<file path="src/rtl/plot_arbiter.sv">
// plot_arbiter
//   Round-robin arbiter sharing the single VGA adapter pixel-write port among
//   N sprite-drawing engines. An engine keeps the port for a whole sprite
//   (until it presents a pixel with 'last'), so sprites never interleave.
//   A watchdog reclaims the port from an owner that stops requesting.
//
// Parameters
//   N        number of requesters (2..8)
//   IDX_W    owner index width, 2**IDX_W >= N
//   TIMEOUT  consecutive idle owner cycles before the grant is revoked (>= 2)
//
// Ports
//   clk          system clock
//   resetn       asynchronous active-low reset
//   abort        synchronous clear: drop grant and pending plot, go IDLE
//   req[N]       per-requester pixel valid
//   last[N]      qualifies req: final pixel of the sprite
//   x_in[8N]     packed x, requester i at [8i+7:8i]
//   y_in[7N]     packed y, requester i at [7i+6:7i]
//   color_in[3N] packed colour, requester i at [3i+2:3i]
//   grant[N]     registered one-hot grant
//   plot         registered write strobe
//   x_out/y_out/color_out  registered pixel
//   owner        index of current or most recent grantee
//   busy         high while a sprite owns the port
//   timeout_evt  one-cycle pulse when the watchdog revokes a grant
module plot_arbiter #(
  parameter int unsigned N       = 4,
  parameter int unsigned IDX_W   = 2,
  parameter int unsigned TIMEOUT = 16
) (
  input  logic             clk,
  input  logic             resetn,
  input  logic             abort,
  input  logic [N-1:0]     req,
  input  logic [N-1:0]     last,
  input  logic [8*N-1:0]   x_in,
  input  logic [7*N-1:0]   y_in,
  input  logic [3*N-1:0]   color_in,
  output logic [N-1:0]     grant,
  output logic             plot,
  output logic [7:0]       x_out,
  output logic [6:0]       y_out,
  output logic [2:0]       color_out,
  output logic [IDX_W-1:0] owner,
  output logic             busy,
  output logic             timeout_evt
);

  localparam int unsigned      CNT_W    = $clog2(TIMEOUT);
  localparam logic [CNT_W-1:0] CNT_MAX  = CNT_W'(TIMEOUT - 1);
  localparam logic [IDX_W-1:0] LAST_IDX = IDX_W'(N - 1);

  typedef enum logic {
    IDLE,
    BUSY
  } state_t;

  state_t           state, state_nxt;
  logic [IDX_W-1:0] ptr, ptr_nxt;
  logic [CNT_W-1:0] idle_cnt, idle_cnt_nxt;

  logic [N-1:0]     grant_nxt;
  logic             plot_nxt;
  logic [7:0]       x_nxt;
  logic [6:0]       y_nxt;
  logic [2:0]       color_nxt;
  logic [IDX_W-1:0] owner_nxt;
  logic             timeout_nxt;

  // Owner's view of the request bus.
  logic             own_req, own_last, own_grant;
  logic [7:0]       own_x;
  logic [6:0]       own_y;
  logic [2:0]       own_color;

  // Round-robin winner.
  logic             found;
  logic [IDX_W-1:0] win_idx;
  logic [N-1:0]     win_oh;

  logic             accept;
  logic [IDX_W-1:0] owner_inc;

  assign busy = (state == BUSY);

  always_comb begin
    own_req   = 1'b0;
    own_last  = 1'b0;
    own_grant = 1'b0;
    own_x     = '0;
    own_y     = '0;
    own_color = '0;
    for (int unsigned i = 0; i < N; i++) begin
      if (owner == IDX_W'(i)) begin
        own_req   = req[i];
        own_last  = last[i];
        own_grant = grant[i];
        own_x     = x_in[8*i +: 8];
        own_y     = y_in[7*i +: 7];
        own_color = color_in[3*i +: 3];
      end
    end
  end

  // Search upward from ptr with wrap: first pass covers indices >= ptr,
  // second pass covers the wrapped-around lower indices. Indices >= N are
  // never visited, so unused owner codes cannot be selected.
  always_comb begin
    found   = 1'b0;
    win_idx = '0;
    win_oh  = '0;
    for (int unsigned i = 0; i < N; i++) begin
      if (!found && req[i] && (IDX_W'(i) >= ptr)) begin
        found     = 1'b1;
        win_idx   = IDX_W'(i);
        win_oh[i] = 1'b1;
      end
    end
    for (int unsigned i = 0; i < N; i++) begin
      if (!found && req[i]) begin
        found     = 1'b1;
        win_idx   = IDX_W'(i);
        win_oh[i] = 1'b1;
      end
    end
  end

  assign accept    = busy && own_req && own_grant;
  assign owner_inc = (owner == LAST_IDX) ? '0 : owner + IDX_W'(1);

  always_comb begin
    state_nxt    = state;
    ptr_nxt      = ptr;
    idle_cnt_nxt = idle_cnt;
    grant_nxt    = grant;
    plot_nxt     = 1'b0;
    x_nxt        = x_out;
    y_nxt        = y_out;
    color_nxt    = color_out;
    owner_nxt    = owner;
    timeout_nxt  = 1'b0;

    if (abort) begin
      state_nxt    = IDLE;
      grant_nxt    = '0;
      idle_cnt_nxt = '0;
    end else begin
      unique case (state)
        IDLE: begin
          if (found) begin
            grant_nxt    = win_oh;
            owner_nxt    = win_idx;
            state_nxt    = BUSY;
            idle_cnt_nxt = '0;
          end
        end
        BUSY: begin
          if (accept) begin
            plot_nxt     = 1'b1;
            x_nxt        = own_x;
            y_nxt        = own_y;
            color_nxt    = own_color;
            idle_cnt_nxt = '0;
            if (own_last) begin
              grant_nxt = '0;
              state_nxt = IDLE;
              ptr_nxt   = owner_inc;
            end
          end else if (!own_req) begin
            // Fires on the TIMEOUT-th consecutive idle cycle.
            if (idle_cnt == CNT_MAX) begin
              grant_nxt    = '0;
              state_nxt    = IDLE;
              ptr_nxt      = owner_inc;
              idle_cnt_nxt = '0;
              timeout_nxt  = 1'b1;
            end else begin
              idle_cnt_nxt = idle_cnt + CNT_W'(1);
            end
          end
        end
        default: state_nxt = IDLE;
      endcase
    end
  end

  always_ff @(posedge clk or negedge resetn) begin
    if (!resetn) begin
      state       <= IDLE;
      ptr         <= '0;
      idle_cnt    <= '0;
      grant       <= '0;
      plot        <= 1'b0;
      x_out       <= '0;
      y_out       <= '0;
      color_out   <= '0;
      owner       <= '0;
      timeout_evt <= 1'b0;
    end else begin
      state       <= state_nxt;
      ptr         <= ptr_nxt;
      idle_cnt    <= idle_cnt_nxt;
      grant       <= grant_nxt;
      plot        <= plot_nxt;
      x_out       <= x_nxt;
      y_out       <= y_nxt;
      color_out   <= color_nxt;
      owner       <= owner_nxt;
      timeout_evt <= timeout_nxt;
    end
  end

endmodule
</file>
<file path="config.mk">
export PLATFORM = sky130hd
export DESIGN_NAME = plot_arbiter
export DESIGN_NICKNAME = d
export VERILOG_FILES = /design/src/rtl/plot_arbiter.sv
export SDC_FILE = /design/constraint.sdc
export NUM_CORES = 1
export LEC_CHECK = 0
export CAP_MARGIN = 25
export CORE_ASPECT_RATIO = 0.6
export CORE_MARGIN = 10
export CORE_UTILIZATION = 41
export CTS_CLUSTER_DIAMETER = 30
export DETAILED_ROUTE_END_ITERATION = 7
export GPL_ROUTABILITY_DRIVEN = 0
export MAX_ROUTING_LAYER = met4
export PLACE_DENSITY = 0.81
export SYNTH_ARGS = -nofsm -noshare
export SYNTH_HDL_FRONTEND = slang
export SYNTH_SLANG_ARGS = --single-unit
export TNS_END_PERCENT = 5
</file>
<file path="constraint.sdc">
create_clock -name clk -period 3.3 [get_ports clk]
set_input_delay 0.33 -clock clk [delete_from_list [all_inputs] [get_ports clk]]
set_output_delay 0.33 -clock clk [all_outputs]
set_load 0.05 [all_outputs]
</file>
==> results.txt, run 1 <==
The flow ran to the end, and the final reports show no timing, DRC or antenna violations. For the pin with the worst max-slew slack, the measured transition is 1.02 ns. Dividing total power by cell area gives a power density of 585 nW/µm². TritonCTS built the clock tree. The wire length of the first global-routing pass came out at 12.6 mm. The height of the die is 78.0 µm. The worst endpoint required time came out at 3.47 ns.

The share of the Yosys chip area taken by registers is 35.9%. The count of buffering cells on the critical path with inverters included is 1. STA classifies the critical path startpoint as a flop. The aggregate routed wire length is 7.99 mm.

The area of the multi-input gates came out at 1340 µm². The per-cell routed wire length came out at 19.0 µm. The post-route netlist has 11.6% of its cells at a drive strength greater than 1. The pin count of the biggest net entering global routing came out at 38.

In this run the worst hold path is classified as in -> async. The fraction of the core area covered by cells at the end of the flow came out at 64.0%. For this run, design rule violations remaining after detail routing come to 0. Among all flip-flop cells after synthesis, the most frequent one is sky130_fd_sc_hd__dfrtp_1. The sequential cell area is 826 µm². In this run the biggest area consumer among cell types represents 35.9% of the synthesized area. The mean cell area of the mapped netlist came out at 9.25 µm². The violation count after the first detailed-route iteration came out at 163. Leaving out fill and tap cells, the most frequent cell in the layout is sky130_fd_sc_hd__clkdlybuf4s50_1. The number of cell rows came out at 21. The setup path with the least slack is of type reg -> reg. The antenna diode count is 0. Buffers added to address setup during post-CTS repair amount to 0.

Timing would allow up to 331 MHz. The number of placed instances with taps included came out at 413. By area the synthesized netlist is led by sky130_fd_sc_hd__dfrtp_1 36%, sky130_fd_sc_hd__a221oi_1 6.8%, sky130_fd_sc_hd__mux2_4 5.9%.

The library cells used most frequently in the layout, excluding fill and tap cells, are 109 x sky130_fd_sc_hd__clkdlybuf4s50_1, 33 x sky130_fd_sc_hd__dfrtp_1, 30 x sky130_fd_sc_hd__nand2_1. The flip-flop and latch count after synthesis is 33. The worst-case headroom to the max-slew limit came out at 32.0%.

The routed via count came out at 2383. The buffer levels on the longest clock path is 2. The delay of the slowest critical-path stage is 0.79 ns. The count of placed standard cells in the final layout, fillers left out is 421. Of the available clock period, the critical path in the final layout requires 91.5%.

The clock period minus worst slack is 3.02 ns. The buffer type at the clock tree root is sky130_fd_sc_hd__clkbuf_8. Setup repair after global routing left no endpoint under its margin. The number of failing setup endpoints in the final timing report is 0. The cell family contributing the most delay on the critical path is simple AND/OR/NAND/NOR gates. In this run, synthesis inferred 0 flip-flops with an integrated enable. The clock latency reported for the late side of the worst-skew pair came out at 0.29 ns. The total track usage is 17.9%. The number of hold buffers added after cts is 0. The H-tree depth reported by CTS came out at 2.

The number of antenna violations at the first check in global routing was 0. The fraction of synthesis flops using an asynchronous set or reset pin came out at 100%. On the critical path, the stage with the largest delay is an instance of sky130_fd_sc_hd__or3_1. The number of synthesis warnings came out at 0. The average vias per placed instance is 5.66. The worst-case clock skew is 0.00969 ns. For this design the static power due to leakage is 1.45 nW. The final net count came out at 439. Setup slack on the worst reg-to-reg path comes out at 0.28 ns. The number of buffers inserted during clock tree synthesis came out at 5. After technology mapping, the gate count stands at 249. The count of pins over their slew limit is 0. The synthesized netlist occupies a cell area of 2300 µm². sky130_fd_sc_hd__dfrtp_1 takes more of the synthesized area than any other cell.

The half-perimeter wire length after placement is 6.41 mm. The filler cell count in the final layout is 474. STA classifies the critical path endpoint as a flop.

The final-report hold violation count is 0. The data arrival at the endpoint of the critical path is 3.18 ns. The remaining number of nets flagged by the antenna check after routing came out at 0. The effective utilization at floorplan is 41.7%. The top-level I/O count came out at 110. Walking the worst path, the cells encountered are inv_1, ha_1, or2_1, a221oi_2, or2_2, or3_1, mux2_2.

The die covers 9110 µm². The horizontal extent of the die is 117 µm. The first-pass iteration count of the detailed router came out at 5.

Compared with the post-synthesis result, the final layout area differs by 53.4%. The number of gates resized after CTS came out at 0. The hold slack is 0.455 ns. The aggregate global routing overflow is 0. During placement, the flow inserted port buffers numbering 109. The placeable core area came out at 5520 µm². The clock net in this run drives a total of 33 sinks. The number of global-route vias before repair was 2286.

Adding up every negative setup slack in the final design gives 0 ns. The peak ir drop on the vdd network came out at 0.442 mV. The clock-pin slew on the worst setup and hold paths is 0.07 ns. The number of different library cells in the post-synthesis netlist came out at 45. The net count after synthesis is 337. The top fanout value on the critical path is 19. The max-cap check violation count came out at 0.
worst reg2reg max path, stage by stage, from the launching register on:
cell	delay, ns
sky130_fd_sc_hd__dfrtp_1	0.46
sky130_fd_sc_hd__inv_1	0.10
sky130_fd_sc_hd__ha_1	0.26
sky130_fd_sc_hd__or2_1	0.29
sky130_fd_sc_hd__a221oi_2	0.36
sky130_fd_sc_hd__or2_2	0.22
sky130_fd_sc_hd__or3_1	0.79
sky130_fd_sc_hd__mux2_2	0.42
cell usage after synthesis, types with 3 or more instances:
| cell type | instances |
|---|---|
| sky130_fd_sc_hd__a21oi_1 | 10 |
| sky130_fd_sc_hd__nor3_1 | 6 |
| sky130_fd_sc_hd__dfrtp_1 | 33 |
| sky130_fd_sc_hd__mux2_2 | 11 |
| sky130_fd_sc_hd__ha_1 | 5 |
| sky130_fd_sc_hd__a221oi_1 | 18 |
| sky130_fd_sc_hd__mux2_4 | 9 |
| sky130_fd_sc_hd__o31ai_1 | 18 |
| sky130_fd_sc_hd__nor2_1 | 12 |
| sky130_fd_sc_hd__inv_1 | 7 |
| sky130_fd_sc_hd__clkbuf_1 | 13 |
| sky130_fd_sc_hd__nor2b_1 | 19 |
| sky130_fd_sc_hd__buf_2 | 3 |
| sky130_fd_sc_hd__o22ai_1 | 5 |
| sky130_fd_sc_hd__nand2_1 | 30 |
| sky130_fd_sc_hd__a31oi_1 | 3 |
| sky130_fd_sc_hd__o211ai_1 | 3 |
| sky130_fd_sc_hd__o21ai_0 | 11 |
cells by family after synthesis:
group | synth area share, %
AO/OA/AOI/OAI | 26.3
AND/OR/NAND/NOR | 18.0
flip-flops | 35.9
buffers and inverters | 5.87
multiplexers | 11.3
adder cells (fa/ha/maj) | 2.72
final timing paths:
path                                   endpoint                  from  cells after the start
max                        y_out[2]$_DFFE_PN0P_  owner[0]$_DFFE_PN0P_                      7
min                          ptr[1]$_DFFE_PN0P_                resetn                      2
max reg2reg                y_out[2]$_DFFE_PN0P_  owner[0]$_DFFE_PN0P_                      7
min reg2reg                x_out[7]$_DFFE_PN0P_  x_out[7]$_DFFE_PN0P_                      1
max in group asynchronous  y_out[1]$_DFFE_PN0P_                resetn                      2
min in group clk           x_out[7]$_DFFE_PN0P_  x_out[7]$_DFFE_PN0P_                      1
sequential cells by signal, indices dropped and copies added (netlist names):
signal / cells
busy: 1
color_out: 3
grant: 4
idle_cnt: 4
owner: 2
plot: 1
ptr: 2
timeout_evt: 1
x_out: 8
y_out: 7
per-layer routing:
layer	global-route usage, %	up-vias	routed length, µm
met5	-	-	0
met4	3.32	0	47
met3	5.32	5	747
met2	25.9	116	3570
met1	24.2	1129	3620
li1	-	1133	-
layout make-up:
class,count,area share (%)
inverter,7,0.744
multi-input combinational,189,38.0
clock buffer,7,2.44
tap,69,2.44
timing repair buffer,115,32.2
clock inverter,1,0.850
sequential,33,23.4
where the power goes:
group | internal, mW | total, mW | switching (mW)
clock network | 0.246 | 0.391 | 0.145
logic | 0.460 | 1.09 | 0.634
registers | 0.501 | 0.579 | 0.0780
per-stage QoR:
stage	area [µm²]	total power [mW]	setup slack [ns]
6_report	3530	2.06	0.282
4_1_cts	3530	2.07	0.297
3_5_place_dp	3420	1.68	0.340
2_1_floorplan	2300	1.28	0.568
5_1_grt	3530	2.17	0.0677
3_3_place_gp	3420	1.66	0.443
Note: power is estimated with default switching activity, not from simulation.
==> run 2, diff against run 1 <==
CTS_CLUSTER_DIAMETER = not set   (was 30)
==> results of run 2 <==
Same layout as run 1: the final DEF is identical, and so are final timing and power.
